**src/rtl/io_map_pkg.sv**
```systemverilog
// Shared IO region map: region tag, register offsets and status bit positions.
// Also consumed by the core's s3 read mux.
package io_map_pkg;

    localparam logic [1:0] IO_REGION     = 2'b10;

    localparam logic [7:0] OFF_STATUS    = 8'h00;
    localparam logic [7:0] OFF_RX_DATA   = 8'h04;
    localparam logic [7:0] OFF_TX_DATA   = 8'h08;
    localparam logic [7:0] OFF_CYC_CNT   = 8'h10;
    localparam logic [7:0] OFF_INSTR_CNT = 8'h14;
    localparam logic [7:0] OFF_CNT_CLR   = 8'h18;

    localparam int STAT_TX_SPACE = 0;
    localparam int STAT_RX_VALID = 1;

    typedef struct packed {
        logic       rd;
        logic       wr;
        logic [7:0] off;
    } io_req_t;

    function automatic logic io_sel(input logic [31:0] a);
        return a[31:30] == IO_REGION;
    endfunction

endpackage

```
**src/rtl/io_tx_fifo.sv**
```systemverilog
// Parameterised synchronous FIFO for the UART tx path; head entry is read
// straight from the storage flops.
module io_tx_fifo #(
    parameter int DEPTH = 4,
    parameter int W     = 8
) (
    input  logic         clk,
    input  logic         rst_n,
    input  logic         push,
    input  logic [W-1:0] din,
    input  logic         pop,
    output logic [W-1:0] dout,
    output logic         full,
    output logic         empty
);
    localparam int AW = $clog2(DEPTH);

    logic [DEPTH-1:0][W-1:0] mem_q, mem_d;
    logic [AW-1:0]           wr_ptr_q, wr_ptr_d, rd_ptr_q, rd_ptr_d;
    logic [AW:0]             cnt_q, cnt_d;
    logic                    push_ok, pop_ok;

    assign full  = cnt_q == (AW+1)'(DEPTH);
    assign empty = cnt_q == '0;
    assign dout  = mem_q[rd_ptr_q];

    // Fullness is judged before the edge, so a push against a full FIFO is
    // dropped even if the head pops in the same cycle.
    assign push_ok = push && !full;
    assign pop_ok  = pop && !empty;

    always_comb begin
        mem_d    = mem_q;
        wr_ptr_d = wr_ptr_q;
        rd_ptr_d = rd_ptr_q;
        cnt_d    = cnt_q;
        if (push_ok) begin
            mem_d[wr_ptr_q] = din;
            wr_ptr_d        = wr_ptr_q + 1'b1;
        end
        if (pop_ok)
            rd_ptr_d = rd_ptr_q + 1'b1;
        case ({push_ok, pop_ok})
            2'b10:   cnt_d = cnt_q + 1'b1;
            2'b01:   cnt_d = cnt_q - 1'b1;
            default: cnt_d = cnt_q;
        endcase
    end

    always_ff @(posedge clk or negedge rst_n) begin
        if (!rst_n) begin
            mem_q    <= '0;
            wr_ptr_q <= '0;
            rd_ptr_q <= '0;
            cnt_q    <= '0;
        end else begin
            mem_q    <= mem_d;
            wr_ptr_q <= wr_ptr_d;
            rd_ptr_q <= rd_ptr_d;
            cnt_q    <= cnt_d;
        end
    end

endmodule

```
**src/rtl/mmio_io_responder.sv**
```systemverilog
// MMIO target for the 0x8000_0000 IO region: UART tx/rx, cycle/instruction counters.
// Define IO_TX_FIFO_EN to replace the single tx holding register with io_tx_fifo.
module mmio_io_responder
    import io_map_pkg::*;
#(
    parameter int TX_FIFO_DEPTH = 4,
    parameter int CNT_W         = 32
) (
    input  logic        clk,
    input  logic        rst_n,
    input  logic [31:0] addr,
    input  logic [31:0] wdata,
    input  logic        we,
    input  logic        re,
    input  logic        instr_retire,
    output logic [31:0] rdata,
    output logic [7:0]  uart_tx_data,
    output logic        uart_tx_valid,
    input  logic        uart_tx_ready,
    input  logic [7:0]  uart_rx_data,
    input  logic        uart_rx_valid,
    output logic        uart_rx_ready
);
    if (TX_FIFO_DEPTH < 2 || (TX_FIFO_DEPTH & (TX_FIFO_DEPTH - 1)) != 0) begin : g_bad_depth
        $error("TX_FIFO_DEPTH must be a power of two >= 2");
    end
    if (CNT_W != 32) begin : g_bad_cnt_w
        $error("CNT_W must be 32 for the register map");
    end

    io_req_t          req;
    logic             tx_wr, tx_pop, tx_space, cnt_clr;
    logic [CNT_W-1:0] cyc_q, cyc_d, ins_q, ins_d;
    logic [31:0]      rdata_q, rdata_d;
    logic             unused_ok;

    assign unused_ok = ^{addr[29:8], wdata[31:8]};

    assign req.rd  = re && io_sel(addr);
    assign req.wr  = we && io_sel(addr);
    assign req.off = addr[7:0];

    assign tx_wr   = req.wr && req.off == OFF_TX_DATA;
    assign cnt_clr = req.wr && req.off == OFF_CNT_CLR;
    assign tx_pop  = uart_tx_valid && uart_tx_ready;

    // Held low through reset so no rx byte is lost while the core is down.
    assign uart_rx_ready = rst_n && req.rd && req.off == OFF_RX_DATA;

`ifdef IO_TX_FIFO_EN
    logic tx_full, tx_empty;

    io_tx_fifo #(.DEPTH(TX_FIFO_DEPTH), .W(8)) u_tx_fifo (
        .clk   (clk),
        .rst_n (rst_n),
        .push  (tx_wr),
        .din   (wdata[7:0]),
        .pop   (tx_pop),
        .dout  (uart_tx_data),
        .full  (tx_full),
        .empty (tx_empty)
    );

    assign uart_tx_valid = !tx_empty;
    assign tx_space      = !tx_full;
`else
    logic       tx_valid_q, tx_valid_d;
    logic [7:0] tx_data_q, tx_data_d;

    // tx_space is the pre-edge view, so a store landing on the handshake edge is dropped.
    always_comb begin
        tx_valid_d = tx_valid_q;
        tx_data_d  = tx_data_q;
        if (tx_wr && tx_space) begin
            tx_valid_d = 1'b1;
            tx_data_d  = wdata[7:0];
        end else if (tx_pop) begin
            tx_valid_d = 1'b0;
        end
    end

    always_ff @(posedge clk or negedge rst_n) begin
        if (!rst_n) begin
            tx_valid_q <= 1'b0;
            tx_data_q  <= '0;
        end else begin
            tx_valid_q <= tx_valid_d;
            tx_data_q  <= tx_data_d;
        end
    end

    assign uart_tx_valid = tx_valid_q;
    assign uart_tx_data  = tx_data_q;
    assign tx_space      = !tx_valid_q;
`endif

    always_comb begin
        cyc_d = cnt_clr ? '0 : cyc_q + 1'b1;
        ins_d = cnt_clr ? '0 : ins_q + CNT_W'(instr_retire);
    end

    // Read mux sees pre-edge state, so a same-cycle store is invisible to the load.
    always_comb begin
        rdata_d = rdata_q;
        if (re) begin
            rdata_d = '0;
            if (req.rd) begin
                case (req.off)
                    OFF_STATUS: begin
                        rdata_d[STAT_TX_SPACE] = tx_space;
                        rdata_d[STAT_RX_VALID] = uart_rx_valid;
                    end
                    OFF_RX_DATA:   if (uart_rx_valid) rdata_d = {24'b0, uart_rx_data};
                    OFF_CYC_CNT:   rdata_d = cyc_q;
                    OFF_INSTR_CNT: rdata_d = ins_q;
                    default:       rdata_d = '0;
                endcase
            end
        end
    end

    always_ff @(posedge clk or negedge rst_n) begin
        if (!rst_n) begin
            cyc_q   <= '0;
            ins_q   <= '0;
            rdata_q <= '0;
        end else begin
            cyc_q   <= cyc_d;
            ins_q   <= ins_d;
            rdata_q <= rdata_d;
        end
    end

    assign rdata = rdata_q;

endmodule

```
**config.mk**
```make
export PLATFORM = sky130hd
export DESIGN_NAME = mmio_io_responder
export DESIGN_NICKNAME = d
export VERILOG_FILES = /design/src/rtl/io_map_pkg.sv /design/src/rtl/io_tx_fifo.sv /design/src/rtl/mmio_io_responder.sv
export SDC_FILE = /design/constraint.sdc
export NUM_CORES = 1
export LEC_CHECK = 0
export ABC_CLOCK_PERIOD_IN_PS = 5200
export CAP_MARGIN = 20
export CORE_ASPECT_RATIO = 0.75
export CORE_MARGIN = 1.5
export CORE_UTILIZATION = 40
export CTS_CLUSTER_DIAMETER = 100
export DETAILED_ROUTE_END_ITERATION = 10
export GPL_ROUTABILITY_DRIVEN = 0
export GPL_TIMING_DRIVEN = 1
export PLACE_DENSITY = 0.66
export RECOVER_POWER = 50
export SETUP_SLACK_MARGIN = 0.1
export SYNTH_ARGS = -nofsm -noshare
export SYNTH_HDL_FRONTEND = slang
export SYNTH_HIERARCHICAL = 1
export SYNTH_SLANG_ARGS = --single-unit
export TNS_END_PERCENT = 30
```
**constraint.sdc**
```tcl
create_clock -name clk -period 5.2 [get_ports clk]
set_input_delay 0.52 -clock clk [delete_from_list [all_inputs] [get_ports clk]]
set_output_delay 0.52 -clock clk [all_outputs]
set_load 0.01 [all_outputs]
```
==> results.ini, run 1 <==
[floorplan]
die_h_um=103
initial_core_util_pct=41.1
die_area_mm2=0.0141
core_mm2=0.0131
die_x_um=137
fp-row-count=36
pin_count=121

[synth]
synth.net_count=629
synth-edff-count=0
synth_cell_type_count=40
muxShareOfSynthArea_pct=8.17
synth_compound_area_share_pct=12.8
synth_area_leaders=dfrtp_1, mux2i_1, a21oi_1
synth_warnings=6
syn-cell-area_mm2=0.00537
synthAdderAreaFrac_pct=0.698
synth-seq-cells=105
synthXorXnorAreaFrac_pct=3.59
seq_area_frac_synth_pct=48.9
syn_area_per_cell_um2=9.82
synth-simple-area-share_pct=20.7
synth_top_area_share_pct=48.9
synthFlopType=dfrtp_1
async_flop_share_pct=100
synth_top_family_by_area=simple AND/OR/NAND/NOR gates
netlist_instances=547
yosysTopAreaCell=dfrtp_1

[global_route]
grt_pass1_vias=4199
grt_start_max_net_pins=75
antenna_found_initial=0
grt_pass1_wl_um=21000
grt_usage_pct=19.0
overflow=0

[setup_path]
r2r_end=ins_q[28]$_DFF_PN0_
r2r_start=ins_q[0]$_DFF_PN0_
critPathKind=in2out
max_stage_delay_ns=0.75
crit_arrival_ns=2.81
required_ns=4.68
r2r_cells=6
critPathBufInv=2
endpoint_kind=output pin
cp_top_family=simple AND/OR/NAND/NOR gates
path_common_cell=clkdlybuf4s50_1
r2r_slack_ns=2.60
crit_path_max_fanout=6
start_kind=input pin
critPathSlowestCell=nor4b_1
crit_chain=clkdlybuf4s50_1, nor4b_1, nand4b_1, nor3_1, clkdlybuf4s50_1

[timing]
rsz0062_at_grt=false
finalCritPeriodShare_pct=64.0
worst_slack_ns=1.87
layout_min_cycle_time_ns=3.33
finalSetupViolCount=0
clock_skew_ns=0.00647
clock.fmax_mhz=300
finalHoldViolations=0
max_slew_margin_pct=-21.2
maxSlewViolCount=109
fin_setup_tns_ns=0
worst_pin_slew_ns=1.82

[clock_network]
cts.clk_slew.worst_paths_ns=0.07
post_cts_buffers=0
cts_max_level=3
cts_tree=done
clock_path_buffers=2
clock-root-buffer=clkbuf_16
insertion_delay_ns=0.34
cts.sinks=105
numCtsBuffers=9
postCtsResizedCells=0
hold_buffers=0

[pwr]
p_per_area_mw_per_mm2=285
ir_drop_uv=155
p_leak_nw=2.64

[outcome]
status=complete, but fails checks
violations=capacitance limit, slew limit

[layout]
diodes=0
final_cell_mix=dfrtp_1, clkdlybuf4s50_1, inv_1
drive_above_1_share_pct=6.84
n_fill_cell=1209
layout_commonest_cell=dfrtp_1
final_net_count=691
syn_to_final_growth_pct=21.2

[min_path]
whs_path_depth=1
hold_start=uart_tx_data[2]$_DFFE_PN0P_
hold_path_end=uart_tx_data[2]$_DFFE_PN0P_
hp-class=reg2reg

[routing]
avgRoutedWirePerCell_um=16.3
vias=4429
drc=0
drtPass1Iterations=4
avgViaCountPerCell=5.64
drtIter0Drc=331
wl_um=12800
antenna_left=0

[job]
drv_cap=2

[placed_design]
io_buffers=74
dp_hpwl_um=8890
pre_cts_ws_ns=1.92

[report_power, final]
group          leakage [nW]  internal [mW]  switching (mW)
combinational          1.11          0.110           0.106
sequential             1.39          0.871          0.0981
clock                 0.144          0.386           0.285
total                  2.64           1.37           0.489
[state kept, by name, indices dropped and copies added, names as in the netlist]
signal	count
uart_tx_valid	1
rdata	32
uart_tx_data	8
cyc_q	32
ins_q	32
[cell families after synthesis]
logic type                 after synthesis
AOI/OAI and AO/OA                      116
adders and majority gates                3
muxes                                   42
DFF                                    105
and+or+nand+nor                        190
xor gates and xnor gates                22
buffers and inverters                   69
[layer usage]
layer,track usage [%],vias up,wire (µm)
li1,-,2124,-
met2,28.9,103,5820
met5,0,-,0
met1,27.5,2189,6320
met4,4.86,0,89
met3,4.14,13,541
[worst reg2reg max path, cell delays in order, from the launching register on]
cell	delay [ns]
dfrtp_1	0.35
ha_1	0.21
ha_1	0.27
nand2_1	0.15
or4_1	0.78
or4_1	0.59
a21oi_1	0.16
[stage by stage]
| step | hold slack (ns) | total power [mW] | instances | util (%) | instance area (µm²) |
|---|---|---|---|---|---|
| after floorplan | 0.224 | 1.10 | 547 | - | 5370 |
| after global placement | 0.490 | 1.19 | 769 | 47.7 | 6230 |
| after detailed placement | 0.491 | 1.20 | 769 | 47.7 | 6230 |
| after CTS | 0.127 | 1.88 | 785 | 49.9 | 6520 |
| after global routing | 0.528 | 1.95 | 785 | 49.9 | 6510 |
| final | 0.497 | 1.86 | 785 | 49.9 | 6510 |
[cell type report]
cell class	count	area (µm²)	area share, %
inverters	42	158	2.42
clock inverters	3	40.0	0.615
well taps	171	214	3.29
multi-input cells	373	2470	37.9
repair buffers	78	757	11.6
flip-flops and latches	105	2630	40.3
clock buffers	13	250	3.84
[cell usage after synthesis (6+ instances only)]
cell type  count
or3_1         18
o31ai_1       22
xnor2_1       13
mux2_2        15
o21ai_0       18
o22ai_1       31
xor2_1         9
nor2_1        25
dfrtp_1      105
mux2i_1       27
nor4_1         7
nand2_1       31
inv_1         42
and4_1         6
nand4_1       13
a21oi_1       40
nor3_1         9
clkbuf_1      17
nor3b_1        6
nand3_1       26
or4_1         24
[worst max-delay path by stage]
stage | start | end | slack, ns | depth (start not counted)
2_1_floorplan | addr[2] | uart_rx_ready | 2.80 | 5
3_3_place_gp | addr[7] | uart_rx_ready | 1.96 | 5
5_1_grt | rst_n | cyc_q[18]$_DFF_PN0_ | 1.26 | 2
6_report | addr[7] | uart_rx_ready | 1.87 | 5
4_1_cts | addr[7] | uart_rx_ready | 1.89 | 5
3_5_place_dp | addr[7] | uart_rx_ready | 1.92 | 5
(Power assumes the default switching activity.)
==> inputs of run 2 (changes only) <==
ABC_CLOCK_PERIOD_IN_PS = 3090   (was 5200)
clock period = 3.09 ns   (was 5.2 ns; I/O delays follow)
==> results.ini, run 2 (synthesized netlist as in run 1, its figures left out) <==
[outcome]
status=complete, but fails checks
violations=capacitance limit, slew limit

[clock_network]
post_cts_buffers=0  ; unchanged
cts.sinks=105  ; unchanged
hold_buffers=0  ; unchanged
clock-root-buffer=clkbuf_16
cts_max_level=3  ; unchanged
cts.clk_slew.worst_paths_ns=0.07  ; about the same
cts_tree=done
numCtsBuffers=9  ; unchanged
clock_path_buffers=2  ; unchanged
postCtsResizedCells=0  ; unchanged
insertion_delay_ns=0.35  ; about the same

[layout]
final_cells=794  ; +1.1%
layout_commonest_cell=dfrtp_1
final_net_count=700  ; +1.3%
design_area_mm2=0.00656  ; +0.79%
drive_above_1_share_pct=7.87  ; +1.0 points
diodes=0  ; unchanged
final_cell_mix=dfrtp_1, inv_1, clkdlybuf4s50_1
utilization_pct=50.2  ; +0.39 points
syn_to_final_growth_pct=22.1

[routing]
wl_um=13300  ; +3.9%
drc=0  ; unchanged
avgRoutedWirePerCell_um=16.7  ; +2.7%
vias=4484  ; +1.2%
drtPass1Iterations=4  ; unchanged
antenna_left=0  ; unchanged
avgViaCountPerCell=5.65  ; about the same
drtIter0Drc=343  ; +3.6%

[setup_path]
endpoint_kind=output pin
crit_path_max_fanout=25  ; +19
r2r_cells=6  ; unchanged
r2r_slack_ns=0.71  ; -1.89 ns
crit_arrival_ns=2.33  ; -0.48 ns
critPathKind=in2out
r2r_start=ins_q[0]$_DFF_PN0_
start_kind=input pin
required_ns=2.78  ; -1.90 ns
r2r_end=ins_q[28]$_DFF_PN0_

[timing]
fin_setup_tns_ns=0  ; unchanged
finalHoldViolations=0  ; unchanged
finalCritPeriodShare_pct=85.5
rsz0062_at_grt=false
finalSetupViolCount=0  ; unchanged
clock_skew_ns=0.0104  ; +0.00391 ns
maxSlewViolCount=60  ; -45%
max_slew_margin_pct=-16.6  ; +4.6 points
clock.fmax_mhz=378
layout_min_cycle_time_ns=2.64
worst_pin_slew_ns=1.75  ; -0.0691 ns

[global_route]
overflow=0  ; unchanged
grt_pass1_vias=4391  ; +4.6%
grt_usage_pct=19.8  ; +0.84 points
grt_pass1_wl_um=21800  ; +4.0%
antenna_found_initial=0  ; unchanged
grt_start_max_net_pins=74  ; -1.3%

[floorplan]
die_x_um=137  ; unchanged
die_area_mm2=0.0141  ; unchanged
die_h_um=103  ; unchanged
core_mm2=0.0131  ; unchanged
initial_core_util_pct=41.1  ; unchanged
pin_count=121  ; unchanged
fp-row-count=36  ; unchanged

[min_path]
whs_path_depth=1  ; unchanged
hold_path_end=uart_tx_data[6]$_DFFE_PN0P_
hold_start=uart_tx_data[6]$_DFFE_PN0P_
hp-class=reg2reg

[pwr]
p_leak_nw=2.70  ; +2.3%
p_total_mw=3.10  ; +67%
ir_drop_uv=304  ; +96%
p_per_area_mw_per_mm2=472  ; +66%

[placed_design]
dp_cells=778  ; +1.2%
dp_hpwl_um=9300  ; +4.6%
post_dp_cell_area_mm2=0.00630  ; +1.1%
io_buffers=74  ; unchanged

[job]
drv_cap=2  ; unchanged

run 2: cell count changes in the layout (fill, tap and decap cells not counted), moves of 2 or more:
cell,delta
buf_4,+9
clkdlybuf4s50_1,-10
dlygate4sd3_1,+10
clkbuf_1,+2
run 2: worst max-delay path by stage:
stage | to | slack (ns) | from
final | uart_rx_ready | 0.45 | addr[2]
after global routing | cyc_q[16]$_DFF_PN0_ | 0.26 | rst_n
after CTS | uart_rx_ready | 0.60 | addr[7]
after detailed placement | ins_q[28]$_DFF_PN0_ | 0.27 | instr_retire
after global placement | ins_q[28]$_DFF_PN0_ | 0.30 | instr_retire
after floorplan | ins_q[24]$_DFF_PN0_ | 0.99 | ins_q[0]$_DFF_PN0_
run 2: through the flow:
stage	setup WS (ns)	hold slack, ns
after CTS	0.604	0.0607
after detailed placement	0.265	0.432
after floorplan	0.995	0.0134
after global routing	0.257	0.524
after global placement	0.301	0.427
final	0.448	0.505
run 2: worst max-delay path, stage by stage:
cell,delay [ns]
clkbuf_1,1.07
nand2_1,0.14
nor3_1,0.20
clkdlybuf4s50_1,0.61
run 2: power breakdown:
part           leakage (nW)  switching (mW)  total (mW)  internal [mW]
sequential             1.39           0.168        1.63           1.47
combinational          1.18           0.182       0.375          0.192
clock                 0.133           0.495        1.09          0.591
total                  2.70           0.846        3.10           2.25
run 2: layout make-up:
cell class	instances	area, µm²
Tap cell	171	214
Sequential cell	105	2630
Timing Repair Buffer	87	822
Clock inverter	2	12.5
Fill cell	1215	6500
Multi-Input combinational cell	373	2470
Clock buffer	14	264
Inverter	42	158
run 2: routing by layer:
layer | vias up | global-route usage [%] | wire, µm
met1 | 2213 | 27.3 | 6370
met2 | 110 | 31.0 | 6050
met4 | 0 | 7.13 | 200
met5 | - | 0 | 0
met3 | 18 | 4.24 | 656
li1 | 2143 | - | -
==> inputs of run 3 (changes only) <==
CTS_BUF_LIST = sky130_fd_sc_hd__clkbuf_16   (was not set)
==> results.ini, run 3 (synthesized netlist as in run 1, its figures left out) <==
[setup_path]
r2r_cells=6  ; unchanged
crit_path_max_fanout=25  ; unchanged
critPathKind=in2out
crit_arrival_ns=2.31  ; -0.02 ns
r2r_slack_ns=0.69  ; -0.02 ns
start_kind=input pin
required_ns=2.78  ; about the same
r2r_start=ins_q[0]$_DFF_PN0_
r2r_end=ins_q[28]$_DFF_PN0_
endpoint_kind=output pin

[global_route]
grt_start_max_net_pins=74  ; unchanged
overflow=0  ; unchanged
antenna_found_initial=0  ; unchanged
grt_pass1_vias=4380  ; -0.25%
grt_pass1_wl_um=21700  ; -0.47%
grt_usage_pct=19.7  ; -0.13 points

[clock_network]
clock_path_buffers=2  ; unchanged
cts_max_level=3  ; unchanged
postCtsResizedCells=0  ; unchanged
cts.clk_slew.worst_paths_ns=0.07  ; about the same
post_cts_buffers=0  ; unchanged
cts_tree=done
cts.sinks=105  ; unchanged
numCtsBuffers=9  ; unchanged
hold_buffers=0  ; unchanged
clock-root-buffer=clkbuf_16
insertion_delay_ns=0.35  ; about the same

[routing]
avgRoutedWirePerCell_um=16.6  ; -0.65%
drtPass1Iterations=5  ; +1
drtIter0Drc=332  ; -3.2%
antenna_left=0  ; unchanged
drc=0  ; unchanged
vias=4493  ; +0.20%
wl_um=13200  ; -0.65%
avgViaCountPerCell=5.66  ; +0.20%

[layout]
drive_above_1_share_pct=7.54  ; -0.32 points
final_cell_mix=dfrtp_1, inv_1, a21oi_1
ff_latch_area_mm2=0.00263  ; unchanged
design_area_mm2=0.00654  ; -0.31%
final_cells=794  ; unchanged
syn_to_final_growth_pct=21.8
layout_commonest_cell=dfrtp_1
diodes=0  ; unchanged
multi_input_area_mm2=0.00247  ; unchanged
final_net_count=700  ; unchanged
n_fill_cell=1213  ; -0.16%

[min_path]
whs_path_depth=1  ; unchanged
hold_path_end=uart_tx_data[6]$_DFFE_PN0P_
hold_start=uart_tx_data[6]$_DFFE_PN0P_
hp-class=reg2reg

[pwr]
p_sw_mw=0.841  ; -0.58%
pwr-share-seq_pct=53.9  ; +1.1 points
p_leak_nw=2.71  ; +0.31%
comb_power_share_pct=12.3  ; +0.2 points
p_per_area_mw_per_mm2=463  ; -1.8%
intPower_mw=2.19  ; -2.7%
p_clk_share_pct=33.8  ; -1.3 points
ir_drop_uv=309  ; +1.6%
switching_share_pct=27.7  ; +0.42 points

[placed_design]
dp_cells=778  ; unchanged
io_buffers=74  ; unchanged
post_dp_cell_area_mm2=0.00630  ; unchanged
dp_hpwl_um=9300  ; unchanged

[timing]
layout_min_cycle_time_ns=2.62  ; -0.0233 ns
rsz0062_at_grt=false
worst_pin_slew_ns=1.74  ; -0.00515 ns
clock_skew_ns=0.0108  ; +0.000423 ns
max_slew_margin_pct=-16.3  ; +0.34 points
finalCritPeriodShare_pct=84.8  ; -0.75 points
fin_setup_tns_ns=0  ; unchanged
clock.fmax_mhz=382  ; +0.89%
finalSetupViolCount=0  ; unchanged
finalHoldViolations=0  ; unchanged
maxSlewViolCount=34  ; -43%

[floorplan]
die_area_mm2=0.0141  ; unchanged
fp-row-count=36  ; unchanged
initial_core_util_pct=41.1  ; unchanged
die_h_um=103  ; unchanged
pin_count=121  ; unchanged
die_x_um=137  ; unchanged
core_mm2=0.0131  ; unchanged

[outcome]
violations=capacitance limit, slew limit
status=complete, but fails checks

[job]
drv_cap=1  ; -1

-- run 3: cell types whose count changed in the layout (fill, tap and decap cells not counted), sizes merged --
cell           delta
clkinv            +2
inv               +3
dlygate4sd3       +2
clkbuf            -5
clkdlybuf4s50     -2
-- run 3: power groups by stage --
stage | sequential (mW) | combinational (mW) | clock (mW)
5_1_grt | 1.65 | 0.426 | 1.10
6_report | 1.63 | 0.374 | 1.02
3_5_place_dp | 1.66 | 0.376 | 0
4_1_cts | 1.63 | 0.379 | 1.05
2_1_floorplan | 1.61 | 0.243 | 0
3_3_place_gp | 1.65 | 0.366 | 0
-- run 3: worst max-delay path, cell delays in order --
cell	delay [ns]
clkbuf_1	1.05
nand2_1	0.14
nor3_1	0.20
clkdlybuf4s50_1	0.61
-- run 3: worst max path at each step --
stage / start / endpoint / slack [ns] / depth (start not counted)
2_1_floorplan: ins_q[0]$_DFF_PN0_ / ins_q[24]$_DFF_PN0_ / 0.99 / 7
3_3_place_gp: instr_retire / ins_q[28]$_DFF_PN0_ / 0.30 / 7
3_5_place_dp: instr_retire / ins_q[28]$_DFF_PN0_ / 0.27 / 7
4_1_cts: addr[7] / uart_rx_ready / 0.60 / 6
5_1_grt: rst_n / cyc_q[16]$_DFF_PN0_ / 0.26 / 3
6_report: addr[2] / uart_rx_ready / 0.47 / 4
-- run 3: area by class of cell --
class | count | share of cell area [%]
inverters | 42 | 2.41
multi-input cells | 373 | 37.7
flip-flops and latches | 105 | 40.2
clock buffers | 9 | 3.44
clock inverters | 7 | 0.478
well taps | 171 | 3.27
repair buffers | 87 | 12.6
-- run 3: per-layer routing --
layer | vias up | routed length, µm | track usage (%)
met5 | - | 0 | 0
met1 | 2218 | 6230 | 27.2
met3 | 16 | 656 | 4.24
met2 | 113 | 6090 | 30.8
met4 | 0 | 214 | 6.88
li1 | 2146 | - | -
-- run 3: stage by stage --
step | utilization, % | hold slack [ns] | setup slack, ns | power (mW)
after floorplan | - | 0.0134 | 0.995 | 1.85
after global placement | 48.2 | 0.427 | 0.301 | 2.02
after detailed placement | 48.2 | 0.432 | 0.265 | 2.03
after CTS | 50.2 | 0.0605 | 0.604 | 3.06
after global routing | 50.1 | 0.524 | 0.255 | 3.18
final | 50.1 | 0.505 | 0.471 | 3.03
